<file path="config.mk">
export PLATFORM = sky130hd
export DESIGN_NAME = paint_brush_ctrl
export DESIGN_NICKNAME = d
export VERILOG_FILES = /design/src/rtl/paint_brush_ctrl.sv
export SDC_FILE = /design/constraint.sdc
export NUM_CORES = 1
export LEC_CHECK = 0
export BUFFER_PORTS_ARGS = -buffer_cell sky130_fd_sc_hd__buf_2
export CAP_MARGIN = 5
export CORE_UTILIZATION = 40
export DETAILED_ROUTE_END_ITERATION = 12
export SYNTH_ARGS = -nofsm -noshare
export SYNTH_HDL_FRONTEND = slang
export SYNTH_SLANG_ARGS = --single-unit
</file>
<file path="constraint.sdc">
create_clock -name i_clk -period 10.4 [get_ports i_clk]
set_clock_uncertainty 0.1 [all_clocks]
set_input_delay 0.52 -clock i_clk [delete_from_list [all_inputs] [get_ports i_clk]]
set_output_delay 0.52 -clock i_clk [all_outputs]
set_load 0.01 [all_outputs]
</file>
<file path="src/rtl/paint_brush_ctrl.sv">
// paint_brush_ctrl: expands one brush command (MOVE/PAINT/ERASE/CLEAR) into a
// per-pixel write sequence for the dual-bank paint frame memory and its backup.
// Latency: first write cycle follows the accepting edge; all outputs registered.
// Backpressure: i_cmd_valid is only taken while o_cmd_ready (IDLE); hold otherwise.
// Ports: i_clk/i_rst (sync, active-high); i_cmd_* command with valid/ready;
//   o_done one-cycle completion pulse; o_addr_write/o_wr0/o_wr1/o_wdata/
//   o_paint_permanent drive the write port; i_b_rdata0/1 backup read data.
module paint_brush_ctrl #(
  parameter logic [11:0] BG_COLOR = 12'h000
) (
  input  logic        i_clk,
  input  logic        i_rst,
  input  logic        i_cmd_valid,
  output logic        o_cmd_ready,
  input  logic [1:0]  i_cmd_op,
  input  logic [5:0]  i_cmd_x,
  input  logic [5:0]  i_cmd_y,
  input  logic [1:0]  i_cmd_size,
  input  logic [11:0] i_cmd_color,
  output logic        o_done,
  output logic [11:0] o_addr_write,
  output logic        o_wr0,
  output logic        o_wr1,
  output logic [11:0] o_wdata,
  output logic        o_paint_permanent,
  input  logic [11:0] i_b_rdata0,
  input  logic [11:0] i_b_rdata1
);

  localparam logic [1:0] OP_MOVE  = 2'd0;
  localparam logic [1:0] OP_ERASE = 2'd2;
  localparam logic [1:0] OP_CLEAR = 2'd3;

  typedef enum logic [2:0] {
    S_IDLE, S_RESTORE_RD, S_RESTORE_WR, S_DRAW, S_FILL
  } state_t;

  state_t      r_state, w_state_nxt;
  logic [1:0]  r_op, r_size, r_dx, r_dy, r_cur_size;
  logic [5:0]  r_x, r_y, r_cur_x, r_cur_y;
  logic [11:0] r_color;
  logic [10:0] r_fill;
  logic        r_cur_valid;

  logic        r_cmd_ready, r_done, r_wr0, r_wr1, r_perm;
  logic [11:0] r_addr, r_wdata;

  logic        w_accept;
  logic [1:0]  w_lim, w_adv_dx, w_adv_dy, w_dx_nxt, w_dy_nxt;
  logic        w_last;
  logic [10:0] w_fill_nxt;
  logic [1:0]  w_op_nxt, w_size_nxt;
  logic [5:0]  w_x_nxt, w_y_nxt, w_ox, w_oy;
  logic [11:0] w_color_nxt;
  logic [6:0]  w_px, w_py;
  logic        w_clip;
  logic [11:0] w_pix_addr;

  logic        w_ready_nxt, w_done_nxt, w_wr0_nxt, w_wr1_nxt, w_perm_nxt;
  logic [11:0] w_addr_nxt, w_wdata_nxt;

  assign w_accept = i_cmd_valid & r_cmd_ready;

  // Command fields as they will be after this edge, so the first pixel's
  // outputs can be registered on the accepting edge itself.
  assign w_op_nxt    = w_accept ? i_cmd_op    : r_op;
  assign w_x_nxt     = w_accept ? i_cmd_x     : r_x;
  assign w_y_nxt     = w_accept ? i_cmd_y     : r_y;
  assign w_size_nxt  = w_accept ? i_cmd_size  : r_size;
  assign w_color_nxt = w_accept ? i_cmd_color : r_color;

  // Scan step: restore walks the old cursor square, draw walks the new one.
  assign w_lim    = (r_state == S_DRAW) ? r_size : r_cur_size;
  assign w_last   = (r_dx == w_lim) && (r_dy == w_lim);
  assign w_adv_dx = (r_dx == w_lim) ? 2'd0 : r_dx + 2'd1;
  assign w_adv_dy = (r_dx == w_lim) ? r_dy + 2'd1 : r_dy;

  // Next-state logic
  always_comb begin
    w_state_nxt = r_state;
    w_dx_nxt    = r_dx;
    w_dy_nxt    = r_dy;
    w_fill_nxt  = r_fill;
    case (r_state)
      S_IDLE: if (w_accept) begin
        w_dx_nxt   = 2'd0;
        w_dy_nxt   = 2'd0;
        w_fill_nxt = 11'd0;
        if (i_cmd_op == OP_CLEAR)
          w_state_nxt = S_FILL;
        else if (i_cmd_op == OP_MOVE && r_cur_valid)
          w_state_nxt = S_RESTORE_RD;
        else
          w_state_nxt = S_DRAW;
      end
      S_RESTORE_RD: w_state_nxt = S_RESTORE_WR;
      S_RESTORE_WR: begin
        if (w_last) begin
          w_state_nxt = S_DRAW;
          w_dx_nxt    = 2'd0;
          w_dy_nxt    = 2'd0;
        end else begin
          w_state_nxt = S_RESTORE_RD;
          w_dx_nxt    = w_adv_dx;
          w_dy_nxt    = w_adv_dy;
        end
      end
      S_DRAW: begin
        if (w_last) begin
          w_state_nxt = S_IDLE;
        end else begin
          w_dx_nxt = w_adv_dx;
          w_dy_nxt = w_adv_dy;
        end
      end
      S_FILL: begin
        if (&r_fill) w_state_nxt = S_IDLE;
        else         w_fill_nxt  = r_fill + 11'd1;
      end
      default: w_state_nxt = S_IDLE;
    endcase
  end

  // Pixel of the upcoming cycle; sums are 7 bits so bit 6 flags clipping.
  assign w_ox       = (w_state_nxt == S_DRAW) ? w_x_nxt : r_cur_x;
  assign w_oy       = (w_state_nxt == S_DRAW) ? w_y_nxt : r_cur_y;
  assign w_px       = {1'b0, w_ox} + {5'd0, w_dx_nxt};
  assign w_py       = {1'b0, w_oy} + {5'd0, w_dy_nxt};
  assign w_clip     = w_px[6] | w_py[6];
  assign w_pix_addr = {1'b0, w_py[4:0], w_px[5:0]};

  // Output logic, evaluated for the upcoming state and then registered
  always_comb begin
    w_ready_nxt = 1'b0;
    w_done_nxt  = 1'b0;
    w_addr_nxt  = 12'd0;
    w_wr0_nxt   = 1'b0;
    w_wr1_nxt   = 1'b0;
    w_wdata_nxt = 12'd0;
    w_perm_nxt  = 1'b0;
    case (w_state_nxt)
      S_IDLE: begin
        w_ready_nxt = 1'b1;
        w_done_nxt  = (r_state != S_IDLE);
      end
      S_RESTORE_RD: begin
        w_addr_nxt  = w_pix_addr;
        w_wdata_nxt = r_wdata;
      end
      S_RESTORE_WR: begin
        // Backup data of the pixel presented during RESTORE_RD.
        w_addr_nxt  = w_pix_addr;
        w_wr0_nxt   = ~w_clip & ~w_py[5];
        w_wr1_nxt   = ~w_clip &  w_py[5];
        w_wdata_nxt = w_py[5] ? i_b_rdata1 : i_b_rdata0;
      end
      S_DRAW: begin
        w_addr_nxt  = w_pix_addr;
        w_wr0_nxt   = ~w_clip & ~w_py[5];
        w_wr1_nxt   = ~w_clip &  w_py[5];
        w_wdata_nxt = (w_op_nxt == OP_ERASE) ? BG_COLOR : w_color_nxt;
        w_perm_nxt  = (w_op_nxt != OP_MOVE);
      end
      S_FILL: begin
        w_addr_nxt  = {1'b0, w_fill_nxt};
        w_wr0_nxt   = 1'b1;
        w_wr1_nxt   = 1'b1;
        w_wdata_nxt = BG_COLOR;
        w_perm_nxt  = 1'b1;
      end
      default: w_ready_nxt = 1'b0;
    endcase
  end

  // State register
  always_ff @(posedge i_clk) begin
    if (i_rst) begin
      r_state     <= S_IDLE;
      r_op        <= 2'd0;
      r_size      <= 2'd0;
      r_x         <= 6'd0;
      r_y         <= 6'd0;
      r_color     <= 12'd0;
      r_dx        <= 2'd0;
      r_dy        <= 2'd0;
      r_fill      <= 11'd0;
      r_cur_x     <= 6'd0;
      r_cur_y     <= 6'd0;
      r_cur_size  <= 2'd0;
      r_cur_valid <= 1'b0;
      r_cmd_ready <= 1'b1;
      r_done      <= 1'b0;
      r_addr      <= 12'd0;
      r_wr0       <= 1'b0;
      r_wr1       <= 1'b0;
      r_wdata     <= 12'd0;
      r_perm      <= 1'b0;
    end else begin
      r_state     <= w_state_nxt;
      r_op        <= w_op_nxt;
      r_size      <= w_size_nxt;
      r_x         <= w_x_nxt;
      r_y         <= w_y_nxt;
      r_color     <= w_color_nxt;
      r_dx        <= w_dx_nxt;
      r_dy        <= w_dy_nxt;
      r_fill      <= w_fill_nxt;
      r_cmd_ready <= w_ready_nxt;
      r_done      <= w_done_nxt;
      r_addr      <= w_addr_nxt;
      r_wr0       <= w_wr0_nxt;
      r_wr1       <= w_wr1_nxt;
      r_wdata     <= w_wdata_nxt;
      r_perm      <= w_perm_nxt;
      // The cursor record only changes once a MOVE has finished drawing.
      if (r_state == S_DRAW && w_state_nxt == S_IDLE && r_op == OP_MOVE) begin
        r_cur_x     <= r_x;
        r_cur_y     <= r_y;
        r_cur_size  <= r_size;
        r_cur_valid <= 1'b1;
      end else if (r_state == S_FILL && w_state_nxt == S_IDLE) begin
        r_cur_valid <= 1'b0;
      end
    end
  end

  assign o_cmd_ready       = r_cmd_ready;
  assign o_done            = r_done;
  assign o_addr_write      = r_addr;
  assign o_wr0             = r_wr0;
  assign o_wr1             = r_wr1;
  assign o_wdata           = r_wdata;
  assign o_paint_permanent = r_perm;

endmodule

</file>
==> impl_table.tex, run 1 <==
\begin{tabular}{lr}
\hline
Metric & Value \\
\hline
\multicolumn{2}{l}{\textbf{Floorplan}} \\
Die footprint & 0.0125 mm2 \\
I/O pin count & 84 \\
Die X-Extent & 112 um \\
Chip Height & 112 um \\
Area of the core & 0.0116 mm2 \\
Site Rows & 39 \\
Initial core utilization & 41.7\% \\
\multicolumn{2}{l}{\textbf{Yosys}} \\
Cells after Synth & 564 \\
Syn Area/Cell & 8.55 um2 \\
Number of synthesized register bits & 89 \\
Number of distinct standard cells referenced by the synthesized netlist & 67 \\
Area share of the largest cell type after synthesis & 37.0\% \\
Leading register cell type out of synthesis & sky130\_fd\_sc\_hd\_\_dfxtp\_1 \\
Fraction of registers with async set or reset after synthesis & 0\% \\
Post-synthesis net count & 626 \\
Yosys warning count & 0 \\
Cell accounting for the most synthesized area & sky130\_fd\_sc\_hd\_\_dfxtp\_1 \\
Post-synth EDFFs & 0 \\
Most frequently used cell type in the post-synthesis netlist & sky130\_fd\_sc\_hd\_\_dfxtp\_1 \\
Total standard cell area after synthesis & 0.00482 mm2 \\
Post-synth top cells & 89 x sky130\_fd\_sc\_hd\_\_dfxtp\_1, 75 x sky130\_fd\_sc\_hd\_\_nand2\_1, 73 x sky130\_fd\_sc\_hd\_\_nor2\_1, 38 x sky130\_fd\_sc\_hd\_\_a21oi\_1, 28 x sky130\_fd\_sc\_hd\_\_mux2i\_1 \\
Portion of the post-synthesis area used by sequential elements & 37.0\% \\
Synth area leaders & sky130\_fd\_sc\_hd\_\_dfxtp\_1 37\%, sky130\_fd\_sc\_hd\_\_nand2\_1 5.8\%, sky130\_fd\_sc\_hd\_\_mux2i\_1 5.8\%, sky130\_fd\_sc\_hd\_\_nor2\_1 5.7\%, sky130\_fd\_sc\_hd\_\_a21oi\_1 3.9\% \\
\multicolumn{2}{l}{\textbf{Worst hold path}} \\
Tightest Hold Check Type & input pin to flop \\
\multicolumn{2}{l}{\textbf{Worst setup path}} \\
Crit. End Element & flop \\
Worst Path Arrival & 5.71 ns \\
Worst Setup Path Type & flop to flop \\
Biggest fanout along the worst timing path & 20 \\
End of the worst register-to-register path & o\_wdata[0] \\
Startpoint class of the critical path & flop \\
Worst setup startpoint & r\_state[0] \\
Endpoint required time on the critical path & 10.50 ns \\
Reg2reg setup slack & 4.80 ns \\
Worst setup endpoint & o\_wdata[0] \\
Reg-to-Reg Start & r\_state[0] \\
FF-to-FF path depth & 15 \\
\multicolumn{2}{l}{\textbf{Run status}} \\
Violations in the final reports & design-rule violations \\
Run status & complete, but fails checks \\
\multicolumn{2}{l}{\textbf{Final layout}} \\
Number of inserted filler cells in the final layout & 1152 \\
Ratio of cells with drive above 1 in the final layout & 23.6\% \\
N\_diodes & 0 \\
Final instance area & 0.00561 mm2 \\
Area added between synthesis and finish & 16.5\% \\
Nets & 688 \\
\multicolumn{2}{l}{\textbf{GRT}} \\
Pin count of the biggest net entering global routing & 73 \\
Overflow left after global routing & 0 \\
Initial antenna violation count & 0 \\
Total Routing Usage GR & 21.9\% \\
Wire length of the first global-routing pass & 21.4 mm \\
Number of global-route vias before repair & 4219 \\
\multicolumn{2}{l}{\textbf{Timing}} \\
Setup repair after global routing missed its margin & no \\
Headroom to the max-slew limit & 20.5\% \\
TNS Setup & 0 ns \\
Slew at the pin closest to its max-slew limit & 1.19 ns \\
Maximum achievable frequency & 178 MHz \\
Final Cycle Share & 53.9\% \\
Shortest period the worst path allows & 5.60 ns \\
Worst hold margin & 0.309 ns \\
Setup violations, final & 0 \\
Final Slew Violations & 0 \\
Hold Violations, Final & 0 \\
\multicolumn{2}{l}{\textbf{Clocking}} \\
Post-CTS Setup Repair Bufs & 0 \\
Hold-fix buffer count after cts & 0 \\
Buffer type at the clock tree root & sky130\_fd\_sc\_hd\_\_clkbuf\_16 \\
Insertion delay of the later-clocked pin in the worst-skew pair & 0.35 ns \\
Number of buffers added by the clock tree synthesis step & 9 \\
Clock tree from TritonCTS & built \\
Register clock-pin slew on the reported worst setup and hold paths & 0.07 ns \\
PostCTS Resize Cnt & 0 \\
Sinks on the clock net & 89 \\
Maximum count of clock buffers along a single path & 2 \\
H-tree depth & 3 \\
\multicolumn{2}{l}{\textbf{Placement}} \\
Placed instance area & 0.00527 mm2 \\
Sum of net half-perimeters after detailed placement & 9.65 mm \\
GP Congestion & 0.881 \\
Number of I/O port buffers & 82 \\
\multicolumn{2}{l}{\textbf{Drt}} \\
Wire length after detailed routing & 13.2 mm \\
Detailed-route DRC error count & 4 \\
Number of optimization iterations in the first detailed-route pass & 11 \\
Initial drt markers & 368 \\
Number of vias per cell & 5.62 \\
Routed vias & 4351 \\
Remaining number of nets flagged by the antenna check after routing & 0 \\
Detail-routed net length per standard cell & 17.0 um \\
\multicolumn{2}{l}{\textbf{Power and ir drop}} \\
Static Leakage & 2.49 nW \\
Max IR drop VDD & 0.137 mV \\
Pwr dens & 224 mW/mm2 \\
\multicolumn{2}{l}{\textbf{Flow run}} \\
Max cap viols & 0 \\
\hline
\end{tabular}
worst min path at each step:
stage	start	cells past startpoint	endpoint
3_3_place_gp	r_color[1]	2	r_color[1]
4_1_cts	i_cmd_size[0]	3	r_size[0]
6_report	i_cmd_size[0]	3	r_size[0]
3_5_place_dp	r_color[8]	2	r_color[8]
2_1_floorplan	r_color[0]	2	r_color[0]
5_1_grt	i_cmd_size[1]	3	r_size[1]
registers in the layout, indices dropped and copies added (netlist names):
| name | flops |
|---|---|
| o_wr1 | 1 |
| r_y | 6 |
| o_wr0 | 1 |
| r_fill | 11 |
| o_addr_write | 11 |
| r_dx | 2 |
| r_dy | 2 |
| r_cur_x | 6 |
| r_x | 6 |
| o_done | 1 |
| r_color | 12 |
| o_cmd_ready | 1 |
| r_cur_y | 6 |
| r_cur_valid | 1 |
| r_size | 2 |
| r_cur_size | 2 |
| r_op | 2 |
| o_paint_permanent | 1 |
| r_state | 3 |
| o_wdata | 12 |
per-layer routing:
layer	GRT usage, %	vias to the layer above	part of all wire [%]
met3	4.46	15	5.2
met2	33.5	126	45
met4	6.40	0	1.2
met1	30.9	2047	49
li1	-	2163	-
met5	0	-	0
cell type report:
type	instances	area (um2)	area share, %
inverter	5	18.8	0.334
tap	143	179	3.19
clock buffer	11	243	4.32
clock inverter	5	103	1.83
timing repair buffer	86	440	7.84
sequential	89	1780	31.7
multi-input combinational	435	2850	50.7
power by group:
group | switching [mW] | leakage [nW] | internal [mW] | total, mW
clock | 0.135 | 0.166 | 0.241 | 0.376
combinational | 0.290 | 1.60 | 0.164 | 0.453
sequential | 0.0373 | 0.725 | 0.391 | 0.429
worst max-delay path, cell delays in order (launching register included):
cell                        delay [ns]
sky130_fd_sc_hd__dfxtp_1          0.78
sky130_fd_sc_hd__nand3b_4         0.21
sky130_fd_sc_hd__a2111oi_2        0.53
sky130_fd_sc_hd__o22a_1           0.56
sky130_fd_sc_hd__o211ai_2         0.42
sky130_fd_sc_hd__a21oi_1          0.36
sky130_fd_sc_hd__ha_1             0.29
sky130_fd_sc_hd__a21oi_1          0.36
sky130_fd_sc_hd__or3_1            0.17
sky130_fd_sc_hd__nand3_1          0.08
sky130_fd_sc_hd__a32o_1           0.31
sky130_fd_sc_hd__a311oi_2         0.23
sky130_fd_sc_hd__buf_4            0.28
sky130_fd_sc_hd__mux2_2           0.36
sky130_fd_sc_hd__a221oi_1         0.32
sky130_fd_sc_hd__nor3_1           0.08
layout by cell type (no fill, tap or decap), types with 7 or more instances in the layout:
cell                        count
sky130_fd_sc_hd__xnor2_1        7
sky130_fd_sc_hd__nand4_1        8
sky130_fd_sc_hd__nor3_1        11
sky130_fd_sc_hd__a21oi_1       38
sky130_fd_sc_hd__a221oi_2       9
sky130_fd_sc_hd__o21ai_0       17
sky130_fd_sc_hd__nand2_1       75
sky130_fd_sc_hd__mux2i_1       28
sky130_fd_sc_hd__nor3_2        10
sky130_fd_sc_hd__and2_1        14
sky130_fd_sc_hd__nand3_1       26
sky130_fd_sc_hd__dfxtp_1       89
sky130_fd_sc_hd__nor2_1        73
sky130_fd_sc_hd__mux2_4         9
sky130_fd_sc_hd__a22o_1         9
sky130_fd_sc_hd__buf_2         82
sky130_fd_sc_hd__clkbuf_16      9
cells by family after synthesis:
| group | count (synthesis) | synth area share, % |
|---|---|---|
| AO/OA/AOI/OAI | 129 | 20.3 |
| AND/OR/NAND/NOR | 243 | 24.2 |
| buffers and inverters | 40 | 4.05 |
| flip-flops | 89 | 37.0 |
| other | 1 | 0.0778 |
| adder cells (fa/ha/maj) | 7 | 2.13 |
| multiplexers | 43 | 10.0 |
| XOR/XNOR | 12 | 2.18 |
metrics by stage:
| step | worst slack [ns] | std cells | utilization, % | total power, mW |
|---|---|---|---|---|
| global route | 4.30 | 774 | 48.5 | 1.33 |
| global placement | 5.11 | 758 | 45.6 | 0.876 |
| detailed placement | 4.85 | 758 | 45.6 | 0.886 |
| CTS | 4.86 | 774 | 48.5 | 1.26 |
| finish | 4.80 | 774 | 48.5 | 1.26 |
| floorplan | 5.79 | 564 | - | 0.754 |
(Power assumes the default switching activity.)
==> run 2: changes to the inputs <==
clock period = 4.5 ns   (was 10.4 ns; I/O delays follow)
==> impl_table.tex, run 2 (synthesized netlist as in run 1, its figures left out) <==
\begin{tabular}{lr}
\hline
Metric & Value \\
\hline
\multicolumn{2}{l}{\textbf{Clocking}} \\
Sinks on the clock net & 89 (unchanged) \\
Clock tree from TritonCTS & built (unchanged) \\
Insertion delay of the later-clocked pin in the worst-skew pair & 0.34 ns (was 0.35 ns) \\
Register clock-pin slew on the reported worst setup and hold paths & 0.06 ns (was 0.07 ns) \\
Maximum count of clock buffers along a single path & 2 (unchanged) \\
H-tree depth & 3 (unchanged) \\
Buffer type at the clock tree root & sky130\_fd\_sc\_hd\_\_clkbuf\_16 (unchanged) \\
Number of buffers added by the clock tree synthesis step & 9 (unchanged) \\
\multicolumn{2}{l}{\textbf{Worst setup path}} \\
Worst Path Arrival & 4.45 ns (was 5.71 ns) \\
Biggest fanout along the worst timing path & 11 (was 20) \\
Gate family responsible for the most delay along the worst path & compound AO/OA/AOI/OAI gates (unchanged) \\
CP max stage cell & sky130\_fd\_sc\_hd\_\_ha\_1 (was sky130\_fd\_sc\_hd\_\_dfxtp\_1) \\
Largest stage delay, worst path & 0.35 ns (was 0.78 ns) \\
Crit. End Element & flop (unchanged) \\
Endpoint required time on the critical path & 4.61 ns (was 10.50 ns) \\
CP cell instances & nand3b\_4, a21oi\_2, xnor2\_1, or2\_2, o21ai\_0, a21oi\_1, a21o\_1, ha\_1, a21oi\_4, or3\_1, nand3\_1, a32o\_1, a311oi\_2, buf\_12, buf\_4, mux2\_4, a221oi\_2, nor3\_2 (was nand3b\_4, a2111oi\_2, o22a\_1, o211ai\_2, a21oi\_1, ha\_1, a21oi\_1, or3\_1, nand3\_1, a32o\_1, a311oi\_2, buf\_4, mux2\_2, a221oi\_1, nor3\_1) \\
Startpoint class of the critical path & flop (unchanged) \\
Worst Setup Path Type & flop to flop (unchanged) \\
Buffer and inverter count on the worst path & 2 (was 1) \\
\multicolumn{2}{l}{\textbf{Timing}} \\
Shortest period the worst path allows & 4.34 ns (was 5.60 ns) \\
Worst hold margin & 0.0458 ns (was 0.309 ns) \\
Maximum achievable frequency & 230 MHz (was 178 MHz) \\
TNS Setup & 0 ns (unchanged) \\
Slew at the pin closest to its max-slew limit & 1.19 ns (about the same) \\
Setup violations, final & 0 (unchanged) \\
Final Cycle Share & 96.5\% (was 53.9\%) \\
Hold Violations, Final & 0 (unchanged) \\
Final Slew Violations & 0 (unchanged) \\
Headroom to the max-slew limit & 20.3\% (was 20.5\%) \\
\multicolumn{2}{l}{\textbf{Placement}} \\
Cell count after placement & 773 (was 758) \\
Sum of net half-perimeters after detailed placement & 9.96 mm (was 9.65 mm) \\
Number of I/O port buffers & 82 (unchanged) \\
GP Congestion & 0.903 (was 0.881) \\
\multicolumn{2}{l}{\textbf{Drt}} \\
Initial drt markers & 251 (was 368) \\
Remaining number of nets flagged by the antenna check after routing & 0 (unchanged) \\
Detail-routed net length per standard cell & 17.0 um (about the same) \\
Routed vias & 4407 (was 4351) \\
Detailed-route DRC error count & 2 (was 4) \\
Wire length after detailed routing & 13.5 mm (was 13.2 mm) \\
Number of optimization iterations in the first detailed-route pass & 9 (was 11) \\
Number of vias per cell & 5.54 (was 5.62) \\
\multicolumn{2}{l}{\textbf{Floorplan}} \\
Initial core utilization & 41.7\% (unchanged) \\
Die X-Extent & 112 um (unchanged) \\
Area of the core & 0.0116 mm2 (unchanged) \\
I/O pin count & 84 (unchanged) \\
Die footprint & 0.0125 mm2 (unchanged) \\
Site Rows & 39 (unchanged) \\
Chip Height & 112 um (unchanged) \\
\multicolumn{2}{l}{\textbf{GRT}} \\
Total Routing Usage GR & 22.0\% (was 21.9\%) \\
Pin count of the biggest net entering global routing & 72 (was 73) \\
Initial antenna violation count & 0 (unchanged) \\
Number of global-route vias before repair & 4196 (was 4219) \\
Overflow left after global routing & 0 (unchanged) \\
Wire length of the first global-routing pass & 21.6 mm (was 21.4 mm) \\
\multicolumn{2}{l}{\textbf{Final layout}} \\
Area added between synthesis and finish & 22.1\% (was 16.5\%) \\
Commonest non-fill, non-tap cells in the layout & 86 x sky130\_fd\_sc\_hd\_\_dfxtp\_1, 82 x sky130\_fd\_sc\_hd\_\_buf\_2, 75 x sky130\_fd\_sc\_hd\_\_nand2\_1 (was 89 x sky130\_fd\_sc\_hd\_\_dfxtp\_1, 82 x sky130\_fd\_sc\_hd\_\_buf\_2, 75 x sky130\_fd\_sc\_hd\_\_nand2\_1) \\
Nets & 709 (was 688) \\
N\_diodes & 0 (unchanged) \\
Post-layout instance count excluding filler cells & 795 (was 774) \\
Ratio of cells with drive above 1 in the final layout & 27.9\% (was 23.6\%) \\
Most common cell after layout, fill and taps aside & sky130\_fd\_sc\_hd\_\_dfxtp\_1 (unchanged) \\
\multicolumn{2}{l}{\textbf{Flow run}} \\
Max cap viols & 0 (unchanged) \\
\multicolumn{2}{l}{\textbf{Power and ir drop}} \\
Overall Power & 3.02 mW (was 1.26 mW) \\
Max IR drop VDD & 0.260 mV (was 0.137 mV) \\
Pwr dens & 513 mW/mm2 (was 224 mW/mm2) \\
Static Leakage & 2.62 nW (was 2.49 nW) \\
\multicolumn{2}{l}{\textbf{Run status}} \\
Run status & complete, but fails checks (unchanged) \\
Violations in the final reports & design-rule violations (unchanged) \\
\multicolumn{2}{l}{\textbf{Worst hold path}} \\
Tightest Hold Check Type & input pin to flop (unchanged) \\
\hline
\end{tabular}
[run 2: stage by stage]
step | utilization [%] | setup slack, ns | area [um2]
6_report | 50.9 | 0.156 | 5890
3_3_place_gp | 46.7 | 0.238 | 5400
5_1_grt | 50.9 | -0.0272 | 5890
2_1_floorplan | - | 0.0594 | 4830
3_5_place_dp | 46.7 | 0.0717 | 5400
4_1_cts | 49.7 | 0.0683 | 5740
[run 2: path summary, 6_finish.rpt]
kind / startpoint / endpoint / slack [ns] / cells after the start
setup / recovery: r_state[2] / o_wdata[11] / 0.16 / 18
hold / removal: i_cmd_color[10] / r_color[10] / 0.05 / 3
setup reg to reg: r_state[2] / o_wdata[11] / 0.16 / 18
hold reg to reg: r_color[9] / r_color[9] / 0.36 / 2
[run 2: what timing repair did]
item	in CTS	in global routing
buffers inserted	0	6
hold endpoints to repair	0	0
setup endpoints to repair	0	12
resized for setup	0	18
hold buffers	0	0
[run 2: worst min-delay path, stage by stage]
cell and delay (ns):
sky130_fd_sc_hd__buf_2 0.09, sky130_fd_sc_hd__nand2_1 0.06, sky130_fd_sc_hd__a21oi_1 0.06
[run 2: report_power, final]
part	internal (mW)	switching [mW]	leakage, nW	total [mW]
clock network	0.557	0.307	0.166	0.864
logic	0.455	0.728	1.73	1.18
registers	0.906	0.0672	0.726	0.974
total	1.92	1.10	2.62	3.02
[run 2: layout make-up]
type,count,area [um2]
clock buffers,11,243
clock inverters,5,103
fillers,1135,5680
inverters,5,18.8
multi-input cells,435,2930
flip-flops and latches,89,1790
well taps,143,179
repair buffers,107,627
[run 2: metal layers]
metal,wire length [um],global-route usage (%),vias to the layer above
met4,243,7.39,0
met1,6500,30.4,2080
li1,-,-,2192
met5,0,0,-
met3,732,4.25,21
met2,6040,34.3,114
